## config.mk

```make
export PLATFORM = sky130hd
export DESIGN_NAME = i2s_tx
export DESIGN_NICKNAME = d
export VERILOG_FILES = /design/src/rtl/i2s_tx.sv
export SDC_FILE = /design/constraint.sdc
export NUM_CORES = 1
export LEC_CHECK = 0
export CORE_ASPECT_RATIO = 0.7
export CORE_MARGIN = 2
export CORE_UTILIZATION = 25
export DETAILED_ROUTE_END_ITERATION = 10
export GPL_ROUTABILITY_DRIVEN = 0
export GPL_TIMING_DRIVEN = 0
export PLACE_DENSITY = 0.36
export SLEW_MARGIN = 10
export SYNTH_ARGS = -nofsm -noshare
export SYNTH_HDL_FRONTEND = slang
export SYNTH_SLANG_ARGS = --single-unit
```

## constraint.sdc

```tcl
create_clock -name clk -period 3.9 [get_ports clk]
set_clock_uncertainty 0.05 [all_clocks]
set_input_delay 0.78 -clock clk [delete_from_list [all_inputs] [get_ports clk]]
set_output_delay 0.78 -clock clk [all_outputs]
set_load 0.005 [all_outputs]
```

## src/rtl/i2s_tx.sv

```systemverilog
// i2s_tx: master-mode I2S / left-justified audio transmitter with a sample FIFO.
// Generates SCK and WS from clk: 32 SCK per slot, 64 SCK per frame.
// Samples are sent MSB-first on sdo, one sample per enabled channel slot.
// Optional build macro I2S_TX_MONO_DUP_EN: in mono modes (channels 10/01) the
// sample of the enabled slot is also sent in the disabled slot of the same
// frame, with one FIFO pop per frame.
module i2s_tx #(
  parameter int DW = 32,
  parameter int AW = 4
) (
  input  logic          clk,
  input  logic          rst,
  input  logic          en,
  input  logic [7:0]    sck_prescaler,
  input  logic          left_justified,
  input  logic [5:0]    sample_size,
  input  logic [1:0]    channels,
  input  logic          fifo_wr,
  input  logic [DW-1:0] fifo_wdata,
  input  logic          fifo_clr,
  input  logic [AW:0]   fifo_level_threshold,
  input  logic          underrun_clr,
  output logic          fifo_full,
  output logic          fifo_empty,
  output logic [AW:0]   fifo_level,
  output logic          fifo_level_below,
  output logic          underrun,
  output logic          sck,
  output logic          ws,
  output logic          sdo
);

  localparam int DEPTH = 1 << AW;

  // Left-align a right-aligned sample; bits below the sample come out zero.
  function automatic logic [31:0] align_sample(input logic [31:0] w, input logic [5:0] sz);
    logic [5:0] sh;
    if (sz == 6'd0 || sz > 6'd32) sh = 6'd0;
    else                          sh = 6'd32 - sz;
    return w << sh;
  endfunction

  logic [DW-1:0] mem [DEPTH];
  logic [AW-1:0] wptr, rptr;
  logic [AW:0]   level, level_nxt;
  logic          full_r, empty_r;
  logic          wr_ok, pop, pop_ok;
  logic [31:0]   head;

  logic [7:0]    cnt;
  logic          sck_r, ws_r;
  logic [4:0]    bitcnt;
  logic [31:0]   shreg_p0;
  logic          sdo_dly_p1;
  logic          tick, fall, boundary;
  logic          slot_en;
  logic [31:0]   load_val;
  logic          urun_set;
  logic          urun_r;

`ifdef I2S_TX_MONO_DUP_EN
  logic [31:0]   hold;
`endif

  // Full and empty are the registered cycle-start flags, so a write while full is
  // dropped even if a pop happens the same cycle, and a pop on empty is refused.
  assign wr_ok     = fifo_wr & ~full_r;
  assign pop_ok    = pop & ~empty_r;
  assign level_nxt = level + (AW+1)'(wr_ok) - (AW+1)'(pop_ok);
  assign head      = mem[rptr][31:0];

  // FIFO storage: data only, no reset needed.
  always_ff @(posedge clk) begin
    if (wr_ok && !fifo_clr) mem[wptr] <= fifo_wdata;
  end

  // FIFO pointers, level and registered flags; clear overrides write and pop.
  always_ff @(posedge clk or posedge rst) begin
    if (rst) begin
      wptr    <= '0;
      rptr    <= '0;
      level   <= '0;
      full_r  <= 1'b0;
      empty_r <= 1'b1;
    end else if (fifo_clr) begin
      wptr    <= '0;
      rptr    <= '0;
      level   <= '0;
      full_r  <= 1'b0;
      empty_r <= 1'b1;
    end else begin
      if (wr_ok)  wptr <= wptr + AW'(1);
      if (pop_ok) rptr <= rptr + AW'(1);
      level   <= level_nxt;
      full_r  <= (level_nxt == (AW+1)'(DEPTH));
      empty_r <= (level_nxt == '0);
    end
  end

  assign tick     = en && (cnt == 8'd0);
  assign fall     = tick && sck_r;
  assign boundary = fall && (bitcnt == 5'd0);
  // ws is still 1 at the boundary that opens a left slot.
  assign slot_en  = ws_r ? channels[1] : channels[0];
  assign pop      = boundary && slot_en;

  // Choose what the next slot loads and whether an empty FIFO means underrun.
  always_comb begin
    load_val = '0;
    urun_set = 1'b0;
    if (slot_en) begin
      if (!empty_r) load_val = align_sample(head, sample_size);
      else          urun_set = boundary;
    end
`ifdef I2S_TX_MONO_DUP_EN
    // Disabled right slot repeats the left sample; a disabled left slot peeks
    // the head word that the following right slot will pop.
    else if (channels == 2'b10) begin
      load_val = hold;
    end else if (channels == 2'b01 && !empty_r) begin
      load_val = align_sample(head, sample_size);
    end
`endif
  end

`ifdef I2S_TX_MONO_DUP_EN
  // Remember the enabled-slot sample for the disabled slot that follows it.
  always_ff @(posedge clk) begin
    if (boundary && slot_en) hold <= load_val;
  end
`endif

  // Prescaler, SCK/WS generation, bit counter and shift register.
  always_ff @(posedge clk or posedge rst) begin
    if (rst) begin
      cnt        <= '0;
      sck_r      <= 1'b0;
      ws_r       <= 1'b1;
      bitcnt     <= '0;
      shreg_p0   <= '0;
      sdo_dly_p1 <= 1'b0;
    end else if (!en) begin
      cnt        <= '0;
      sck_r      <= 1'b0;
      ws_r       <= 1'b1;
      bitcnt     <= '0;
      shreg_p0   <= '0;
      sdo_dly_p1 <= 1'b0;
    end else begin
      if (tick) begin
        cnt   <= sck_prescaler;
        sck_r <= ~sck_r;
      end else begin
        cnt   <= cnt - 8'd1;
      end
      if (fall) begin
        bitcnt     <= bitcnt + 5'd1;
        // stage p1: I2S output lags the shift register by one SCK
        sdo_dly_p1 <= shreg_p0[31];
        if (bitcnt == 5'd0) begin
          ws_r     <= ~ws_r;
          shreg_p0 <= load_val;
        end else begin
          shreg_p0 <= {shreg_p0[30:0], 1'b0};
        end
      end
    end
  end

  // Sticky underrun flag; clear wins over a simultaneous set.
  always_ff @(posedge clk or posedge rst) begin
    if (rst)               urun_r <= 1'b0;
    else if (underrun_clr) urun_r <= 1'b0;
    else if (urun_set)     urun_r <= 1'b1;
  end

  assign fifo_full        = full_r;
  assign fifo_empty       = empty_r;
  assign fifo_level       = level;
  assign fifo_level_below = (level < fifo_level_threshold);
  assign underrun         = urun_r;
  assign sck              = sck_r;
  assign ws               = ws_r;
  assign sdo              = left_justified ? shreg_p0[31] : sdo_dly_p1;

endmodule

```

# ---- After elaboration in Yosys (flattened, before gate mapping)
# Memory sizes are Yosys's and may differ from the RTL's.
# Index checks and enable logic that the tools add are counted.
# Widths: inputs -> output; s select.
dict set report word_totals {
  n_memories 1
  regBits 64
  mem_bits_rw 512
}
dict set report op_classes {
  n_reduce_logical 15
  n_lt_le_gt_ge 2
  shifts 1
  eq_ne 4
  bitwise_logic 6
  n_addsub 7
  n_mux 34
}
# name depth width read_ports rd_ports_with_merged_regs write_ports line
set mem_list {}
lappend mem_list {mem 16 32 1 0 1 43} ;# logic [DW-1:0] mem [DEPTH];
# cell count
set ops {}
lappend ops {{$mux 32} 5}
lappend ops {{$shl 32x6->32} 1}
lappend ops {{$mux 6} 3}
lappend ops {{$mux 1} 17}
lappend ops {{$mux 4} 4}
lappend ops {{$mux 8} 2}
lappend ops {{$mux 5} 3}
lappend ops {{$logic_not 5->1} 2}
lappend ops {{$add 4x1->4 const B} 2}
lappend ops {{$logic_not 8->1} 1}
lappend ops {{$sub 8x1->8 const B} 1}
lappend ops {{$gt 6x6->1 const B} 1}
lappend ops {{$logic_not 6->1} 1}
lappend ops {{$ne 2x1->1 const B} 3}
lappend ops {{$reduce_bool 2->1} 3}
lappend ops {{$sub 6x6->6 const A} 1}
lappend ops {{$add 5x1->5} 1}
lappend ops {{$add 5x1->5 const B} 1}
lappend ops {{$eq 5x5->1 const B} 1}
lappend ops {{$logic_and 1x1->1} 5}
lappend ops {{$lt 5x5->1} 1}
lappend ops {{$sub 5x1->5} 1}
lappend ops {{$not 1->1} 4}
lappend ops {{$and 1x1->1} 2}
lappend ops {{3 further kinds} 3}

# ---- Logic depth before layout (Yosys ltp)
# Gate-level depths: netlist of run 1.
dict set report depth {
  ltp_word 11
  ltp_mapped 15
  depth_no_buf 15
}

# ---- Worst setup path after synthesis of run 1
# OpenSTA, ideal clock, no wires.
dict set report synth_timing {
  path_type {input -> register}
  start {input sample_size[0]}
  end {register shreg_p0[27]}
  t_arrival_ns 3.502
  cell_stages 11
  n_path_buf 1
  required_ns 3.719
  path_slack_ns 0.217
  path_cell_list {inv_1 > ha_1 > nor4b_4 > mux2i_2 > clkbuf_1 > mux4_2 > a211oi_1 > a21oi_1 > nor2_1 > nor3_1 > or3_1}
}
dict set report synth_via {
  elab_chain_cells 11
}
# item line
set synth_lines {}
lappend synth_lines {{from (decl)} 16} ;# input logic [5:0] sample_size,
lappend synth_lines {{$gt 6x6->1 or $logic_not 6->1 (tied branches)} 38} ;# if (sz == 6'd0 || sz > 6'd32) sh = 6'd0;
lappend synth_lines {{$logic_or 1x1->1} 38}
lappend synth_lines {{$mux 6 (*)} 38}
lappend synth_lines {{$mux 6 (*)} 112} ;# if (!empty_r) load_val = align_sample(head, sample_size);
lappend synth_lines {{$mux 6 (*)} 111} ;# if (slot_en) begin
lappend synth_lines {{$shl 32x6->32 (*)} 40} ;# return w << sh;
lappend synth_lines {{$mux 32 (*)} 112}
lappend synth_lines {{$mux 32 (*)} 111}
lappend synth_lines {{$mux 32 (*)} 160} ;# if (bitcnt == 5'd0) begin
lappend synth_lines {{$mux 32 (*)} 156} ;# if (fall) begin
lappend synth_lines {{$mux 32 (*)} 142} ;# end else if (!en) begin
lappend synth_lines {{to (signal assigned)} 162} ;# shreg_p0 <= load_val;
lappend synth_lines {{to (signal assigned)} 164} ;# shreg_p0 <= {shreg_p0[30:0], 1'b0};
lappend synth_lines {{to (decl)} 53} ;# logic [31:0] shreg_p0;
# Every way passes the cells marked *; elsewhere a longest branch is shown, timed or not. The select of a mux whose other input is x is not followed.
# A chain may end at the register's enable or synchronous reset.

# ---- Worst setup path after layout of run 1
dict set report layout_timing {
  start {register rptr[1]}
  end {register shreg_p0[13]}
}
dict set report layout_via {
  elab_chain_cells 7
}
# item line
set layout_lines {}
lappend layout_lines {{from (decl)} 44} ;# logic [AW-1:0] wptr, rptr;
lappend layout_lines {{from (signal assigned)} 93} ;# if (pop_ok) rptr <= rptr + AW'(1);
lappend layout_lines {{$mem_v2 16x32} n/a}
lappend layout_lines {{$shl 32x6->32} 40}
lappend layout_lines {{$mux 32} 112}
lappend layout_lines {{$mux 32} 111}
lappend layout_lines {{$mux 32} 160}
lappend layout_lines {{$mux 32} 156}
lappend layout_lines {{$mux 32} 142}
# Every way passes these cells. The select of a mux whose other input is x is not followed.

==> results of run 1 <==
## state kept, by name (all words and copies together), names as in the netlist
signal / cells
mem: 512
ws: 1
fifo_empty: 1
underrun: 1
sck: 1
wptr: 4
sdo_dly_p1: 1
rptr: 4
fifo_full: 1
shreg_p0: 32
bitcnt: 5
fifo_level: 5
cnt: 8
## worst max-delay path by stage
stage / endpoint / slack [ns] / depth (start not counted)
2_1_floorplan: shreg_p0[27] / 0.22 / 11
3_3_place_gp: shreg_p0[23] / -1.75 / 14
3_5_place_dp: shreg_p0[9] / -1.80 / 12
4_1_cts: shreg_p0[22] / -0.03 / 15
5_1_grt: shreg_p0[31] / -0.03 / 13
6_report: shreg_p0[13] / 0.1 / 12
## logic make-up after synthesis
group                      Yosys count  share of synthesized area [%]
AOI/OAI and AO/OA                  274                          7.372
adders and majority gates           20                          1.023
muxes                              239                          14.68
buffers and inverters              121                          2.219
xor gates and xnor gates            21                         0.7297
and+or+nand+nor                    356                          6.612
DFF                                576                          67.36
## report_power, final
part           internal, uW  switching [uW]  leakage (uW)
Combinational           701            1140       0.00335
Clock                  3390            2540      0.000969
Sequential             6930             118       0.00548
Total                 11000            3800       0.00980
## timing repair
item | in CTS | in global routing
pin swaps | 1 | 9
setup buffers | 7 | 3
hold buffers | 0 | 0
gates resized for setup | 104 | 70
endpoints found under the setup margin | 39 | 32
## Yosys cell counts (24+ instances only)
cell      count
nor2_1      118
edfxtp_1    512
inv_1        30
a21oi_1      56
dfrtp_1      62
and2_1       25
buf_2        24
mux4_2      102
o21ai_0      49
nor3_1       33
clkbuf_1     40
mux2i_1     113
nand2_1      91
## area by class of cell
| type | count | share of cell area, % |
|---|---|---|
| multi-input combinational | 910 | 26.53 |
| clock inverter | 34 | 1.422 |
| buffer | 89 | 1.932 |
| clock buffer | 77 | 5.099 |
| timing repair buffer | 97 | 3.892 |
| tap | 1336 | 5.445 |
| inverter | 30 | 0.3750 |
| sequential | 576 | 55.31 |
## through the flow
stage          setup slack, ns  power (uW)  hold slack [ns]  utilization, %  cell area, um2
2_1_floorplan           0.2169        8092           0.3887               -           25210
3_3_place_gp            -1.755        8827           0.4239           27.59           27590
3_5_place_dp            -1.804        8868           0.4220           28.02           28020
4_1_cts               -0.02985       14940           0.3989           30.42           30420
5_1_grt               -0.02647       15410           0.4226           30.70           30700
6_report               0.09515       14810           0.4218           30.70           30700
## per-layer routing
metal | GRT usage, % | up-vias
li1 | - | 6707
met1 | 25.85 | 8188
met2 | 24.03 | 498
met3 | 3.202 | 97
met4 | 3.447 | 0
met5 | 0 | -
==> metrics.txt, run 1 <==
Buf/Inv on CP 4; Critical Path AT 4.33 ns; DR vias/cell 4.919; area of the multi-input gates 0.008144 mm2; routed len/inst 27.58 um; Antenna diodes 0; worst-path fanout max 10; DRT met1 WL 43520 um; GR Util All Layers 16.72%; CP max-delay cell o21ai_0; WL final 86840 um; synthesized cell area 0.02521 mm2; Worst Hold Class in -> async; peak supply drop 0.0003402 V; vias post-DR 15490; max_cap viols 0; top cell type's share of synthesized area 61.00%; setup TNS 0 ns; register area share after synthesis 67.36%; overall die height 269.7 um; synth unique cells 68; # clock sinks 576; Fin. Hold Viols 0; kind of critical path reg -> reg; Crit. Startpoint rptr[1]; crit start category flip-flop; initial antenna violation count 5; Reg2Reg Depth 12; Worst-path clk slew 0.07 ns; Final min period 3.805 ns; Async SR Flop Fraction 11.11%; commonest non-fill, non-tap cells in the layout 512 x edfxtp_1, 110 x nor2_1, 102 x mux4_2; top_reg_cell synth edfxtp_1; I/O pin total 72; Achievable Freq 262.8 MHz; vias in the first global route 15715; CP required 4.43 ns; crit path capture type flip-flop; Core Region 0.1000 mm2; largest net degree at the start of global routing 42; # rows 97; layout cells sized above 1 21.46%; synthesized instance count 1607; flops & latches, synth 576; Die Wd 383.5 um; clock root cell clkbuf_16; input/output buffers 71; H-tree depth 2; Placed Cells 3030; top cells by area, synth edfxtp_1 61%, mux4_2 9.1%, dfrtp_1 6.2%; routed wl met3 5043 um; Mean Syn Cell Area 15.68 um2; fin crit share 97.56%; CTS buffer count 60; Slew HR 26.75%; Congestion Overflow GR 0; reg2reg setup slack 0.1 ns; Clock Latency Late Sink 0.67 ns; Yosys top cell by area edfxtp_1; Area Growth Syn to Fin 21.80%; fin. max-slew vios 0; Warnings, synthesis 0; DRC 0; RSZ-0062 raised after global routing true; ANT nets after route 0; Reg area 0.01698 mm2; initial DRC count 1507; delay of the slowest critical-path stage 0.52 ns; EDFF count, synth 512; wire length on met2 36700 um; Reg-to-Reg End shreg_p0[13]; reg2reg start rptr[1]; static leakage 0.009804 uW; crit-path cells buf_2 > buf_6 > buf_6 > inv_1 > nor2_2 > a221oi_1 > a211oi_1 > a21oi_1 > o21ai_0 > a21oi_1 > or3_1 > a21oi_1; final std cells w/o fill 3149; Initial Util 25.20%; pwr/cell area 482.5 mW/mm2; crit-path most repeated cell a21oi_1; highest routed layer met4; hpwl dp 58410 um; commonest non-fill, non-tap cell in the layout edfxtp_1; Worst-Margin Slew 1.099 ns; DRT Pass-1 Iters 5; syn_nets 1687; TritonCTS clock tree yes; top cell family by delay on the critical path compound AO/OA/AOI/OAI gates; # nets final 1844; status finished, final reports clean; global-route wire length before repair 122500 um; final setup fails 0; Fill cells 9938; die area 0.1034 mm2; CTS max path bufs 3
Power figures use the tool's default switching activity.
==> run 2, diff against run 1 <==
CORE_UTILIZATION = 50   (was 25)
PLACE_DENSITY = 0.65   (was 0.36)
clock period = 3.92 ns   (was 3.9 ns; I/O delays follow)
==> run 2 against run 1 <==
  * Worst hold slack got worse by 0.020 ns
  * Critical endpoint is now shreg_p0[26]
  * Via count rose by 2.3%
  * Register-to-register slack improved by 0.03 ns
  * Critical path type unchanged
  * Core utilization increased by 28 points
  * Die area is 49% lower
  * First-iteration DRC count is 69% higher
  * Non-clock buffer count down 4
  * Sequential share of layout area increased by 3.0 points
  * Cell area is 5.1% lower
  * Critical path depth is 1 higher
  * Flip-flop and latch count stayed put
  * Highest routed layer unchanged
==> metrics.txt, run 2 (same netlist as run 1, synthesis figures left out) <==
status finished, final reports clean; CTS max path bufs 3; ANT nets after route 0; clock root cell clkbuf_16; routed len/inst 28.29 um; switching share of total power 24.68%; initial DRC count 2552; Initial Util 50.90%; Reg with most FFs mem; worst-path fanout max 10; crit start category flip-flop; final setup fails 0; crit path capture type flip-flop; Largest regs mem x512, shreg_p0 x32, cnt x8; # hold bufs at CTS 0; # nets final 1834; top cell family by delay on the critical path buffers and inverters; dpl ws -1.447 ns; fin. max-slew vios 0; Buf/Inv on CP 4; overall die height 191.9 um; Clock Latency Late Sink 0.61 ns; input/output buffers 71; Achievable Freq 263.8 MHz; Fill cells 3779; static leakage 0.009548 uW; initial antenna violation count 0; Worst Hold Class in -> async; hpwl dp 45630 um; RSZ-0062 raised after global routing true; commonest non-fill, non-tap cells in the layout 512 x edfxtp_1, 113 x nor2_1, 102 x mux4_2; fin crit share 96.69%; net load switching power 3436 uW; clock power share 37.6%; die area 0.05225 mm2; pwr/cell area 477.8 mW/mm2; delay of the slowest critical-path stage 0.38 ns; design area 0.02913 mm2; # clock sinks 576; total power 13920 uW; I/O pin total 72; Slew HR 42.09%; DRT Pass-1 Iters 6; DR vias/cell 6.440; TritonCTS clock tree yes; WL final 69600 um; GR Util All Layers 26.95%; commonest non-fill, non-tap cell in the layout edfxtp_1; Worst-path clk slew 0.07 ns; Int Pwr 10480 uW; kind of critical path reg -> reg; Congestion Overflow GR 0; CP max-delay cell dfrtp_1; CP required 4.33 ns; max FFs per register 512; # rows 68; CTS buffer count 54; Critical Path AT 4.20 ns; Final min period 3.790 ns; worst setup margin 0.1296 ns; DRC 0; peak supply drop 0.0003846 V; Worst-Margin Slew 0.8620 ns; Seq pwr share 50.4%; H-tree depth 2; smallest hold slack 0.4018 ns; combinational power share 12.0%; placed cell areas 0.02701 mm2; vias post-DR 15843; max_cap viols 0; largest net degree at the start of global routing 54; Area Growth Syn to Fin 15.57%; Core Region 0.04952 mm2; global-route wire length before repair 101700 um; layout cells sized above 1 18.83%; Antenna diodes 0; Fin. Hold Viols 0; crit-path cells buf_2 > buf_4 > buf_4 > buf_2 > mux4_2 > mux2i_1 > mux2i_1 > nand2_1 > nand2_1 > a211oi_2 > o22ai_1 > a221oi_2 > o31ai_1; vias in the first global route 15311; Die Wd 272.4 um
run 2: metrics by stage:
step | util, % | setup TNS (ns) | cells
2_1_floorplan | - | 0 | 1607
3_3_place_gp | 54.02 | -391.66 | 2343
3_5_place_dp | 54.54 | -40.91 | 2354
4_1_cts | 58.44 | 0 | 2457
5_1_grt | 58.83 | -0.004717 | 2460
6_report | 58.83 | 0 | 2460
run 2: what timing repair did:
| item | in CTS | in global routing |
|---|---|---|
| pin swaps | 1 | 5 |
| setup endpoints to repair | 35 | 31 |
| setup buffers | 6 | 3 |
| gates resized for setup | 44 | 62 |
run 2: power by group through the flow:
stage                     registers [uW]  clock network [uW]  logic, uW
after floorplan                     7100                   0        949
after global placement              7130                   0       1530
after detailed placement            7130                   0       1560
after CTS                           7000                5290       1600
after global routing                7030                5530       1810
final                               7020                5230       1670
run 2: per-layer routing:
layer	wire (um)	up-vias	share of wire, %	track usage (%)
li1	-	6672	-	-
met1	29310	8044	42	41.39
met2	30250	1003	43	39.40
met3	8715	124	13	6.463
met4	1326	0	1.9	5.347
met5	0	-	0	0
run 2: worst paths after layout:
path                             start       endpoint  slack [ns]  cells after the start
max                            rptr[2]   shreg_p0[26]        0.13                     13
min                                rst  fifo_level[0]        0.40                      2
max reg2reg                    rptr[2]   shreg_p0[26]        0.13                     13
min reg2reg                shreg_p0[0]    shreg_p0[0]        0.44                      2
max in group asynchronous          rst             ws        2.84                      3
min in group clk           shreg_p0[0]    shreg_p0[0]        0.44                      2
run 2: final cells by class:
class                   count  area [um2]  area share, %
plain buffers              91       545.5          1.873
inverters                  30       115.1         0.3952
flip-flops and latches    576       16980          58.29
clock inverters            28       286.5         0.9836
well taps                 665       832.0          2.856
multi-input cells         910        7911          27.16
repair buffers             91        1011          3.471
clock buffers              69        1449          4.974
